--- config.mk ---
export PLATFORM = sky130hd
export DESIGN_NAME = adc_sample_scheduler
export DESIGN_NICKNAME = d
export VERILOG_FILES = /design/src/rtl/adc_pkg.sv /design/src/rtl/adc_rate_tick.sv /design/src/rtl/adc_sample_scheduler.sv
export SDC_FILE = /design/constraint.sdc
export NUM_CORES = 1
export LEC_CHECK = 0
export CAP_MARGIN = 20
export CORE_UTILIZATION = 27
export DETAILED_ROUTE_END_ITERATION = 10
export PLACE_DENSITY = 0.55
export RECOVER_POWER = 50
export SLEW_MARGIN = 20
export SYNTH_ARGS = -nofsm -noshare
export SYNTH_HDL_FRONTEND = slang
export SYNTH_HIERARCHICAL = 1
export SYNTH_SLANG_ARGS = --single-unit
--- constraint.sdc ---
create_clock -name clk -period 2.82 [get_ports clk]
set_input_delay 0.282 -clock clk [delete_from_list [all_inputs] [get_ports clk]]
set_output_delay 0.282 -clock clk [all_outputs]
set_load 0.01 [all_outputs]
--- src/rtl/adc_pkg.sv ---
// Shared types and helpers for the ADC sample scheduler: state encoding,
// interface widths and the saturating event-counter increment.
package adc_pkg;

    localparam int ADC_DATA_W = 12;
    localparam int ADC_CH_W   = 5;
    localparam int CNT_W      = 16;

    typedef enum logic [1:0] {
        IDLE     = 2'd0,
        CMD      = 2'd1,
        WAIT_RSP = 2'd2,
        NEXT     = 2'd3
    } adc_state_e;

    // Increment that sticks at all-ones so event counters never wrap.
    function automatic logic [CNT_W-1:0] sat_inc(input logic [CNT_W-1:0] value);
        logic [CNT_W-1:0] result;
        if (value == {CNT_W{1'b1}}) begin
            result = value;
        end else begin
            result = value + CNT_W'(1);
        end
        return result;
    endfunction

endpackage

--- src/rtl/adc_rate_tick.sv ---
// Frame-rate divider: counts 0..DIV-1 while enabled and flags the last
// count as the frame tick. Disabling holds the count at zero, so the first
// tick after enabling always arrives a full DIV cycles later.
module adc_rate_tick #(
    parameter int DIV = 6250
) (
    input  logic clk,
    input  logic rst_n,
    input  logic en,
    output logic tick
);

    localparam int CW = (DIV > 2) ? $clog2(DIV) : 1;
    localparam logic [CW-1:0] LAST = CW'(DIV - 1);

    logic [CW-1:0] count_r;

    // Rate counter: wraps at DIV-1, cleared while disabled.
    always_ff @(posedge clk) begin
        if (!rst_n) begin
            count_r <= '0;
        end else if (!en) begin
            count_r <= '0;
        end else if (count_r == LAST) begin
            count_r <= '0;
        end else begin
            count_r <= count_r + CW'(1);
        end
    end

    assign tick = (count_r == LAST) && en;

endmodule

--- src/rtl/adc_sample_scheduler.sv ---
// Paces the modular ADC at a fixed frame rate: each tick converts channels
// CH_BASE..CH_BASE+NUM_CH-1 in turn, forwards matching results as one-cycle
// samples and keeps saturating counts of overruns, timeouts and mismatches.
module adc_sample_scheduler
    import adc_pkg::*;
#(
    parameter int CLK_HZ      = 50000000,
    parameter int SAMPLE_HZ   = 8000,
    parameter int NUM_CH      = 1,
    parameter int CH_BASE     = 1,
    parameter int TIMEOUT_CYC = 1024
) (
    input  logic                  clk,
    input  logic                  rst_n,
    input  logic                  en,
    output logic                  cmd_valid,
    output logic [ADC_CH_W-1:0]   cmd_channel,
    output logic                  cmd_sop,
    output logic                  cmd_eop,
    input  logic                  cmd_ready,
    input  logic                  rsp_valid,
    input  logic [ADC_CH_W-1:0]   rsp_channel,
    input  logic [ADC_DATA_W-1:0] rsp_data,
    output logic                  sample_valid,
    output logic [ADC_DATA_W-1:0] sample_data,
    output logic [ADC_CH_W-1:0]   sample_channel,
    output logic                  frame_done,
    output logic                  busy,
    output logic [CNT_W-1:0]      overrun_cnt,
    output logic [CNT_W-1:0]      timeout_cnt,
    output logic [CNT_W-1:0]      mismatch_cnt
);

    localparam int DIV  = CLK_HZ / SAMPLE_HZ;
    localparam int TO_W = $clog2(TIMEOUT_CYC);
    localparam logic [TO_W-1:0]     TO_LAST  = TO_W'(TIMEOUT_CYC - 1);
    localparam logic [1:0]          IDX_LAST = 2'(NUM_CH - 1);
    localparam logic [ADC_CH_W-1:0] CH_FIRST = ADC_CH_W'(CH_BASE);

    if (DIV < 2) begin : g_chk_div
        $error("adc_sample_scheduler: CLK_HZ/SAMPLE_HZ must be at least 2");
    end
    if ((NUM_CH < 1) || (NUM_CH > 4)) begin : g_chk_num_ch
        $error("adc_sample_scheduler: NUM_CH must be 1..4");
    end
    if (CH_BASE + NUM_CH - 1 > 16) begin : g_chk_ch_range
        $error("adc_sample_scheduler: last channel exceeds 16");
    end
    if (TIMEOUT_CYC < 2) begin : g_chk_timeout
        $error("adc_sample_scheduler: TIMEOUT_CYC must be at least 2");
    end

    adc_state_e            state_r, state_s;
    logic [1:0]            idx_r, idx_s;
    logic [TO_W-1:0]       to_cnt_r;
    logic                  tick_s;
    logic [ADC_CH_W-1:0]   exp_ch_s;
    logic                  rsp_match_s, rsp_mismatch_s, timeout_s;

    logic                  cmd_valid_r, sample_valid_r, frame_done_r, busy_r;
    logic [ADC_CH_W-1:0]   cmd_channel_r, sample_channel_r;
    logic [ADC_DATA_W-1:0] sample_data_r;
    logic [CNT_W-1:0]      overrun_cnt_r, timeout_cnt_r, mismatch_cnt_r;

    adc_rate_tick #(.DIV(DIV)) u_rate_tick (
        .clk   (clk),
        .rst_n (rst_n),
        .en    (en),
        .tick  (tick_s)
    );

    assign exp_ch_s = CH_FIRST + {3'b000, idx_r};

    // Next-state logic plus classification of the response seen in WAIT_RSP.
    always_comb begin
        state_s        = state_r;
        idx_s          = idx_r;
        rsp_match_s    = 1'b0;
        rsp_mismatch_s = 1'b0;
        timeout_s      = 1'b0;
        case (state_r)
            IDLE: begin
                if (tick_s) begin
                    idx_s   = 2'd0;
                    state_s = CMD;
                end else begin
                    state_s = IDLE;
                end
            end
            CMD: begin
                if (cmd_ready) begin
                    state_s = WAIT_RSP;
                end else begin
                    state_s = CMD;
                end
            end
            WAIT_RSP: begin
                if (rsp_valid && (rsp_channel == exp_ch_s)) begin
                    rsp_match_s = 1'b1;
                    state_s     = NEXT;
                end else begin
                    rsp_mismatch_s = rsp_valid;
                    if (to_cnt_r == TO_LAST) begin
                        timeout_s = 1'b1;
                        state_s   = NEXT;
                    end else begin
                        state_s = WAIT_RSP;
                    end
                end
            end
            NEXT: begin
                if (idx_r == IDX_LAST) begin
                    state_s = IDLE;
                end else begin
                    idx_s   = idx_r + 2'd1;
                    state_s = CMD;
                end
            end
            default: begin
                state_s = IDLE;
                idx_s   = 2'd0;
            end
        endcase
    end

    // State and channel-index registers.
    always_ff @(posedge clk) begin
        if (!rst_n) begin
            state_r <= IDLE;
            idx_r   <= 2'd0;
        end else begin
            state_r <= state_s;
            idx_r   <= idx_s;
        end
    end

    // Response timeout counter, restarted when a command is accepted.
    always_ff @(posedge clk) begin
        if (!rst_n) begin
            to_cnt_r <= '0;
        end else if ((state_r == CMD) && cmd_ready) begin
            to_cnt_r <= '0;
        end else if (state_r == WAIT_RSP) begin
            to_cnt_r <= to_cnt_r + TO_W'(1);
        end else begin
            to_cnt_r <= to_cnt_r;
        end
    end

    // Command and status outputs, registered from the next state.
    always_ff @(posedge clk) begin
        if (!rst_n) begin
            cmd_valid_r   <= 1'b0;
            cmd_channel_r <= '0;
            busy_r        <= 1'b0;
            frame_done_r  <= 1'b0;
        end else begin
            cmd_valid_r   <= (state_s == CMD);
            cmd_channel_r <= (state_s == CMD) ? (CH_FIRST + {3'b000, idx_s}) : '0;
            busy_r        <= (state_s != IDLE);
            frame_done_r  <= (state_s == NEXT) && (idx_s == IDX_LAST);
        end
    end

    // Sample output: one-cycle pulse, data held until the next match.
    always_ff @(posedge clk) begin
        if (!rst_n) begin
            sample_valid_r   <= 1'b0;
            sample_data_r    <= '0;
            sample_channel_r <= '0;
        end else begin
            sample_valid_r <= rsp_match_s;
            if (rsp_match_s) begin
                sample_data_r    <= rsp_data;
                sample_channel_r <= rsp_channel;
            end else begin
                sample_data_r    <= sample_data_r;
                sample_channel_r <= sample_channel_r;
            end
        end
    end

    // Saturating error counters; a tick arriving outside IDLE is dropped.
    always_ff @(posedge clk) begin
        if (!rst_n) begin
            overrun_cnt_r  <= '0;
            timeout_cnt_r  <= '0;
            mismatch_cnt_r <= '0;
        end else begin
            overrun_cnt_r  <= (tick_s && (state_r != IDLE)) ? sat_inc(overrun_cnt_r) : overrun_cnt_r;
            timeout_cnt_r  <= timeout_s ? sat_inc(timeout_cnt_r) : timeout_cnt_r;
            mismatch_cnt_r <= rsp_mismatch_s ? sat_inc(mismatch_cnt_r) : mismatch_cnt_r;
        end
    end

    assign cmd_valid      = cmd_valid_r;
    assign cmd_channel    = cmd_channel_r;
    assign cmd_sop        = cmd_valid_r;
    assign cmd_eop        = cmd_valid_r;
    assign sample_valid   = sample_valid_r;
    assign sample_data    = sample_data_r;
    assign sample_channel = sample_channel_r;
    assign frame_done     = frame_done_r;
    assign busy           = busy_r;
    assign overrun_cnt    = overrun_cnt_r;
    assign timeout_cnt    = timeout_cnt_r;
    assign mismatch_cnt   = mismatch_cnt_r;

endmodule

After elaboration in Yosys (flattened, before gate mapping)
Index checks and enable logic that the tools add are counted.
{"block": "word_totals", "ff_bits": 101, "out_inout_bits": 76, "in_bits": 22, "elab_cells": 70}
{"block": "classes", "eq_ne": 11, "n_mux": 16, "n_bitwise": 5, "add_sub_neg": 8, "n_reduce_logical": 16}
{"operator": "$add 16x1->16 const B", "n": 3}
{"operator": "$eq 16x16->1 const B", "n": 3}
{"operator": "$add 13x1->13 const B", "n": 1}
{"operator": "$eq 13x13->1 const B", "n": 1}
{"operator": "$mux 1", "n": 11}
{"operator": "$add 10x1->10 const B", "n": 1}
{"operator": "$eq 10x10->1 const B", "n": 1}
{"operator": "$pmux 2 s4", "n": 1}
{"operator": "$reduce_and 2->1", "n": 4}
{"operator": "$add 1x2->3 const A", "n": 2}
{"operator": "$eq 2x2->1 const B", "n": 3}
{"operator": "$logic_not 2->1", "n": 3}
{"operator": "$mux 2", "n": 3}
{"operator": "$eq 5x3->1", "n": 1}
{"operator": "$logic_and 1x1->1", "n": 5}
{"operator": "$not 1->1", "n": 5}
{"operator": "$eq 2x1->1 const B", "n": 2}
{"operator": "$pmux 2 s2", "n": 1}
{"operator": "$reduce_bool 2->1", "n": 2}
{"operator": "$reduce_or 3->1", "n": 1}
{"operator": "$add 2x1->2 const B", "n": 1}
{"operator": "$reduce_or 2->1", "n": 1}

Longest topological paths before layout
Gate-level depths: netlist of run 1.
{"block": "logic_depth", "depth_word": 7, "ltp_mapped": 11, "mapped_depth_nobuf": 11}

Cells and area by module
Netlist of run 1, hierarchy kept.
{"mod": "adc_sample_scheduler", "area_per_inst_um2": 4051.4, "seq_area_each_um2": 1721.7, "instances": 1, "cells_per_inst": 450}
{"mod": "adc_rate_tick", "area_per_inst_um2": 711.9, "seq_area_each_um2": 260.2, "instances": 1, "cells_per_inst": 81}

Least setup slack after synthesis of run 1
Ideal clock, no wire load.
{"block": "synth_path", "path_type": "flip-flop to flip-flop", "start": "reg idx_r[0]", "end": "reg timeout_cnt_r[7], in the netlist timeout_cnt[7]", "path_stages_with_launch": 8, "setup_time_ns": 0.070, "path_slack_ns": 0.748, "t_arrival_ns": 2.001, "period_less_slack_ns": 2.072, "n_path_buf": 0, "required_time_ns": 2.750, "path_cell_list": "dfxtp_1 -> inv_1 -> ha_1 -> xor2_1 -> or4_4 -> nand3_4 -> or4_1 -> a21oi_1"}
{"block": "synth_via", "elab_chain_len": 6}
{"element": "start: declaration", "line": "adc_sample_scheduler.sv:54", "source": "logic [1:0] idx_r, idx_s;"}
{"element": "start signal: assignment", "line": "adc_sample_scheduler.sv:133", "source": "idx_r <= idx_s;"}
{"element": "$add 1x2->3", "line": "adc_sample_scheduler.sv:72", "source": "assign exp_ch_s = CH_FIRST + {3'b000, idx_r};"}
{"element": "$eq 5x3->1", "line": "adc_sample_scheduler.sv:98", "source": "if (rsp_valid && (rsp_channel == exp_ch_s)) begin"}
{"element": "$logic_and 1x1->1", "line": "adc_sample_scheduler.sv:98"}
{"element": "$mux 1", "line": "adc_sample_scheduler.sv:98"}
{"element": "$mux 1", "line": "adc_sample_scheduler.sv:81", "source": "case (state_r)"}
{"element": "$reduce_and 2->1 (no line)"}
{"element": "end signal: assignment", "line": "adc_sample_scheduler.sv:191", "source": "timeout_cnt_r <= timeout_s ? sat_inc(timeout_cnt_r) : timeout_cnt_r;"}
{"element": "end: declaration", "line": "adc_sample_scheduler.sv:63", "source": "logic [CNT_W-1:0] overrun_cnt_r, timeout_cnt_r, mismatch_cnt_r;"}
No other way between the ends.
A chain may end at the register's enable or synchronous reset.

Worst setup path in the final report of run 1
{"block": "layout_path", "start": "reg idx_r[0]", "end": "reg cmd_channel_r[1], in the netlist cmd_channel[1]"}
{"block": "layout_via", "elab_chain_len": 7, "elab_cells_between_ends": 14, "classes_between": "add/sub: 3; eq/ne: 2; mux: 6; reduce/logical: 3"}
{"element": "$add 1x2->3", "line": "adc_sample_scheduler.sv:72"}
{"element": "$eq 5x3->1", "line": "adc_sample_scheduler.sv:98"}
{"element": "$logic_and 1x1->1", "line": "adc_sample_scheduler.sv:98"}
{"element": "$mux 1", "line": "adc_sample_scheduler.sv:98"}
{"element": "$pmux 2 s4", "line": "adc_sample_scheduler.sv:81"}
{"element": "$eq 2x1->1", "line": "adc_sample_scheduler.sv:159", "source": "cmd_channel_r <= (state_s == CMD) ? (CH_FIRST + {3'b000, idx_s}) : '0;"}
{"element": "$reduce_and 2->1 (no line)"}
{"element": "end signal: assignment", "line": "adc_sample_scheduler.sv:159"}
{"element": "end: declaration", "line": "adc_sample_scheduler.sv:61", "source": "logic [ADC_CH_W-1:0] cmd_channel_r, sample_channel_r;"}
Several ways; a longest one is shown, not always the timed one.

==> results of run 1 <==
==> state kept, by name (all words and copies together), names as in the netlist <==
signal,flops
busy,1
cmd_channel,3
cmd_eop,1
frame_done,1
idx_r,2
mismatch_cnt,16
overrun_cnt,16
sample_channel,5
sample_data,12
sample_valid,1
state_r,2
timeout_cnt,16
to_cnt_r,10
u_rate_tick/count_r,13
==> layout by cell type (no fill, tap or decap), drive strengths merged, types with 3 or more instances in the layout <==
cell type,count
o31ai,8
and4,4
or4,11
or2,3
and2,9
nor2,56
dlygate4sd3,75
inv,17
nor4,12
dfxtp,99
clkbuf,14
clkdlybuf4s50,20
mux2i,21
nand3,35
o21ai,22
or3,19
ha,15
a31oi,3
clkinv,3
a211oi,6
nand2b,6
nand4,19
and3,11
xnor2,20
nand2,30
nor3,18
buf,5
xor2,11
nor3b,3
a21oi,23
==> routing by layer <==
metal  global-route usage  vias up  share of wire
met2                0.222       87           0.49
li1                     -     2064              -
met4               0.0300        0         0.0094
met5                    0        -              0
met1                0.168     1897           0.46
met3               0.0289       12          0.038
==> power groups by stage <==
stage	clock, uW	sequential (uW)	combinational (uW)
CTS	1200	1400	77.8
floorplan	0	1430	32.9
finish	1160	1400	72.0
global route	1250	1400	78.9
global placement	0	1430	76.1
detailed placement	0	1430	77.4
==> worst min-delay path by stage <==
stage / depth (start not counted) / start / slack [ns] / to
floorplan: 2 / rsp_channel[0] / 0.43 / sample_channel[0]$_SDFFE_PN0P_
global placement: 1 / sample_channel[4]$_SDFFE_PN0P_ / 0.46 / sample_channel[4]$_SDFFE_PN0P_
detailed placement: 1 / sample_channel[4]$_SDFFE_PN0P_ / 0.47 / sample_channel[4]$_SDFFE_PN0P_
CTS: 1 / sample_channel[4]$_SDFFE_PN0P_ / 0.48 / sample_channel[4]$_SDFFE_PN0P_
global route: 1 / sample_channel[4]$_SDFFE_PN0P_ / 0.49 / sample_channel[4]$_SDFFE_PN0P_
finish: 1 / sample_channel[4]$_SDFFE_PN0P_ / 0.48 / sample_channel[4]$_SDFFE_PN0P_
==> final cells by class <==
type	count	area [sq um]	area share
flip-flops and latches	99	1980	0.322
clock buffers	13	270	0.0439
clock inverters	2	10.0	0.00163
well taps	225	282	0.0458
multi-input cells	388	2550	0.414
repair buffers	101	993	0.161
inverters	18	67.6	0.0110
==> stage by stage <==
stage / worst slack [ns] / hold slack [ns] / util / cell area (sq um) / power [uW]
floorplan: 0.748 / 0.429 / - / 4770 / 1470
global placement: 0.496 / 0.464 / 0.342 / 5890 / 1510
detailed placement: 0.442 / 0.475 / 0.342 / 5890 / 1510
CTS: 0.445 / 0.483 / 0.358 / 6170 / 2680
global route: 0.229 / 0.493 / 0.357 / 6150 / 2730
finish: 0.443 / 0.477 / 0.357 / 6150 / 2640
==> kinds of logic (layout without fill, tap and decap cells) <==
logic type,Yosys count,after routing,synth area share
AO/OA/AOI/OAI,76,76,0.103
XOR/XNOR,31,31,0.0570
adder cells (fa/ha/maj),15,15,0.0394
buffers and inverters,45,134,0.0486
flip-flops,99,99,0.416
multiplexers,21,21,0.0441
other,1,2,0.000787
AND/OR/NAND/NOR,243,243,0.291
==> results.md, run 1 <==
* Status: completed
* Critical path cell sequence: inv_1 > ha_1 > xor2_1 > nor4_1 > a2111oi_2 > nor3_1 > and2_1
* Iter 0 DRT Violations at 202
* Actual slew at the worst max-slew pin at 1.32 ns
* Skew final at 0.00489 ns
* Inserted Diodes at 0
* Vias in the first global route at 3802
* CTS root buffer: clkbuf_16
* Row count at 48
* Crit Path Class: reg -> reg
* Startpoint Class: flip-flop
* CTS resizes at 0
* Core region area at 17200 sq um
* Clock sink count at 99
* Dominant cell type by area after synthesis: dfxtp_1
* Largest net degree at the start of global routing at 62
* Total number of vias at 4060
* Fin Setup TNS at 0 ns
* Switch share at 0.206
* Layout cell share with drive strength beyond 1 at 0.0596
* Ys flop type: dfxtp_1
* Pre-antenna DRT Iters at 5
* Crit path depth at 7
* Slew headroom at 0.123
* R2R Path End: cmd_channel[1]$_SDFF_PN0_
* CTS H-tree lvls at 3
* WP data required at 3.05 ns
* Gr usage total at 0.131
* Global-route wire length before repair at 19200 um
* Initial antenna violation count at 0
* IO Port Bufs at 95
* Async S/R FF share, synth at 0
* Synth Register Bits at 99
* Area growth syn-to-layout at 29.2%
* Flop pwr share at 0.531
* Crit path from: idx_r[0]$_SDFF_PN0_
* DRT Wirelength at 11800 um
* P_int at 2090 uW
* Worst-path clk slew at 0.06 ns
* Via density per instance at 4.80
* Synth top area share at 0.416
* Largest stage delay, worst path at 0.60 ns
* Post-CTS Hold Buffers at 0
* Period minus WS final at 2.38 ns
* Number of I/O pins at 98
* CP Buf/Inv Count at 1
* Max Slew Vio Count at 0
* Distinct cells, synth at 58
* Seq/Total Area, Yosys at 0.416
* Top cells by count, synth: dfxtp_1 (99), nor2_1 (56), nand3_1 (33)
* CP max FO at 4
* Placed insts at 831
* Comb pwr share at 0.027
* # DRC at 0
* Die area at 18200 sq um
* Global route overflow at 0
* Max Cap Violations at 0
* CTS tree: built
* Die Wd at 135 um
* Hpwl dp at 8590 um
* Worst reg2reg setup slack at 0.44 ns
* Final cell count without fillers at 846
* Unrepaired setup endpoints after global routing: false
* CP endpoint: cmd_channel[1]$_SDFF_PN0_
* Power per cell area at 429 nW/um^2
* Clock share of power at 0.441
* Worst-Skew Late Latency at 0.34 ns
* Max Root-Sink Buffers at 2
* Routability Congestion at 0.805
* Final ANT Viol Nets at 0
* Post-CTS setup buffers at 0
* Maximum vdd drop at 0.277 mV
* F_max at 0.421 GHz
* NetSw at 542 uW
* Min-delay worst type: reg -> reg
* P_leak at 0.00226 uW
* Area contributors post-synth: dfxtp_1 (42%), mux2i_1 (4.4%), nor2_1 (4.4%)
* Setup crit end kind: flip-flop
* CP top delay family: compound AO/OA/AOI/OAI gates
* Count leader, synth: dfxtp_1
* Syn_area_per_cell at 8.97 sq um
* Worst EP arrival at 2.60 ns
* Die H at 135 um
* Slowest library cell on the worst path: a2111oi_2
* Nets at 654
* Period utilization at 0.843
* EDFF count, synth at 0
* Worst r2r src: idx_r[0]$_SDFF_PN0_
* Synthesized area at 4760 sq um
* DR WL/cell at 13.9 um
* Num CTS Buffers at 9
* Final hold violations at 0
* Cell count after synthesis at 531
* Synth warn at 6
* Initial Util at 0.276
* # fillers at 1767
* Final setup viols at 0
* Register-to-Register Path Depth at 7
Power figures use the tool's default switching activity.
==> run 2: changes to the inputs <==
Clock period 2.82 ns to 2.4 ns, I/O delays scaled along.
==> run 2 against run 1 <==
  * Combinational power grew 24%
  * Non-clock buffer count grew 10
  * Critical path depth grew 1
  * Sequential cell count stayed put
  * Clock-buffer cell count is 1 lower
  * Worst setup slack worse by 0.22 ns
  * Sequential share of layout area shrank 0.52 points
  * Clock skew is essentially flat
  * Final area rose by 1.6%
  * Die area stayed put
  * Power rose by 16%
  * Largest power group unchanged
  * Sequential power increased by 17%
==> results.md, run 2 (same netlist as run 1, synthesis figures left out) <==
* F_max at 0.459 GHz
* Num CTS Buffers at 9
* Worst EP arrival at 2.46 ns
* Max Cap Violations at 0
* Worst reg2reg setup slack at 0.22 ns
* Met1 Usage GRT at 0.164
* Period minus WS final at 2.18 ns
* Most Used Layer, Global Route: met2
* Crit Path Class: reg -> reg
* Global-route wire length before repair at 19000 um
* Final ANT Viol Nets at 0
* Gr usage total at 0.131
* Die H at 135 um
* Number of I/O pins at 98
* Most common cell after layout, fill and taps aside: dfxtp_1
* Die area at 18200 sq um
* CTS H-tree lvls at 3
* Max Root-Sink Buffers at 2
* Fin Setup TNS at 0 ns
* Largest stage delay, worst path at 0.38 ns
* # fillers at 1719
* Setup crit end kind: flip-flop
* Slowest library cell on the worst path: dfxtp_1
* Clock sink count at 99
* Inserted Diodes at 0
* Startpoint Class: flip-flop
* Unrepaired setup endpoints after global routing: false
* Global route overflow at 0
* DR WL/cell at 13.7 um
* Row count at 48
* Pre-antenna DRT Iters at 5
* Maximum vdd drop at 0.336 mV
* Routability Congestion at 0.769
* Iter 0 DRT Violations at 238
* Setup ws final at 0.221 ns
* Core region area at 17200 sq um
* CP max FO at 14
* Total number of vias at 4139
* Actual slew at the worst max-slew pin at 0.658 ns
* # DRC at 0
* Max Slew Vio Count at 0
* Final hold violations at 0
* Hpwl dp at 8680 um
* Worst-Skew Late Latency at 0.35 ns
* Power per cell area at 488 nW/um^2
* Critical path cell sequence: inv_1 > ha_1 > xor2_2 > or4_4 > nand3_4 > buf_4 > nor4_2 > mux2i_1
* WP data required at 2.68 ns
* Layout cell share with drive strength beyond 1 at 0.0759
* CTS root buffer: clkbuf_16
* P_leak at 0.00228 uW
* Period utilization at 0.908
* DRT Wirelength at 11800 um
* CTS tree: built
* Sequential Area at 1980 sq um
* Skew final at 0.00439 ns
* Core Util, Final at 0.363
* Area growth syn-to-layout at 31.3%
* Dpl ws at 0.102 ns
* Status: completed
* Slew headroom at 0.558
* Die Wd at 135 um
* Vias in the first global route at 3915
* Largest net degree at the start of global routing at 44
* Initial Util at 0.276
* IO Port Bufs at 95
* Most frequent cells in the layout: dfxtp_1 (99), dlygate4sd3_1 (74), nor2_1 (56)
* Initial antenna violation count at 0
* Min-delay worst type: reg -> reg
* Multi-input gate area at 2580 sq um
* Global-route track usage on met2 at 0.217
* Nets at 664
* Worst-path clk slew at 0.07 ns
* M3 GR Usage at 0.0402
* Via density per instance at 4.83
* Final setup viols at 0
## run 2: final timing paths
| path | end | from | cells past startpoint |
|---|---|---|---|
| max reg2reg | timeout_cnt[15]$_SDFFE_PN0P_ | idx_r[0]$_SDFF_PN0_ | 8 |
| max | timeout_cnt[15]$_SDFFE_PN0P_ | idx_r[0]$_SDFF_PN0_ | 8 |
| min reg2reg | sample_channel[4]$_SDFFE_PN0P_ | sample_channel[4]$_SDFFE_PN0P_ | 1 |
| min | sample_channel[4]$_SDFFE_PN0P_ | sample_channel[4]$_SDFFE_PN0P_ | 1 |
## run 2: through the flow
stage	std cells	hold WS (ns)	total power, uW	cell area [sq um]
floorplan	532	0.387	1720	4770
global placement	841	0.464	1770	5970
detailed placement	841	0.465	1770	5970
CTS	857	0.474	3110	6230
global route	857	0.484	3190	6250
finish	857	0.468	3050	6250
## run 2: report_power, final
part           total, uW  switching [uW]  internal [uW]
logic               89.2            47.9           41.3
registers           1640            1.19           1640
clock network       1320             618            702
total               3050             667           2390
## run 2: final cells by class
type,count,share of cell area
Clock buffer,12,0.0378
Clock inverter,4,0.00440
Inverter,18,0.0108
Multi-Input combinational cell,388,0.413
Sequential cell,99,0.317
Tap cell,225,0.0450
Timing Repair Buffer,111,0.172
## run 2: metal layers
layer	part of all wire	wire length, um	vias up
met4	0.0097	114	0
met3	0.050	593	10
met2	0.48	5670	83
met1	0.46	5370	1960
li1	-	-	2086
met5	0	0	-
## run 2: worst max-delay path, delay by kind of cell (launching register included)
kind / cells / cell delay [ns]
muxes: 1 / 0.20
adders and majority gates: 1 / 0.33
buffers and inverters: 2 / 0.28
and+or+nand+nor: 3 / 0.65
xor gates and xnor gates: 1 / 0.26
DFF: 1 / 0.38
## run 2: repair_timing
action,4_1_cts,5_1_grt
gates resized for setup,0,4
setup buffers,0,0
hold buffers,0,0
setup endpoints to repair,0,8
==> run 3: changes to the inputs <==
Settings changed: SKIP_LAST_GASP set to 1.
==> results of run 3 <==
No change in the layout: final DEF, timing and power equal those of run 2.
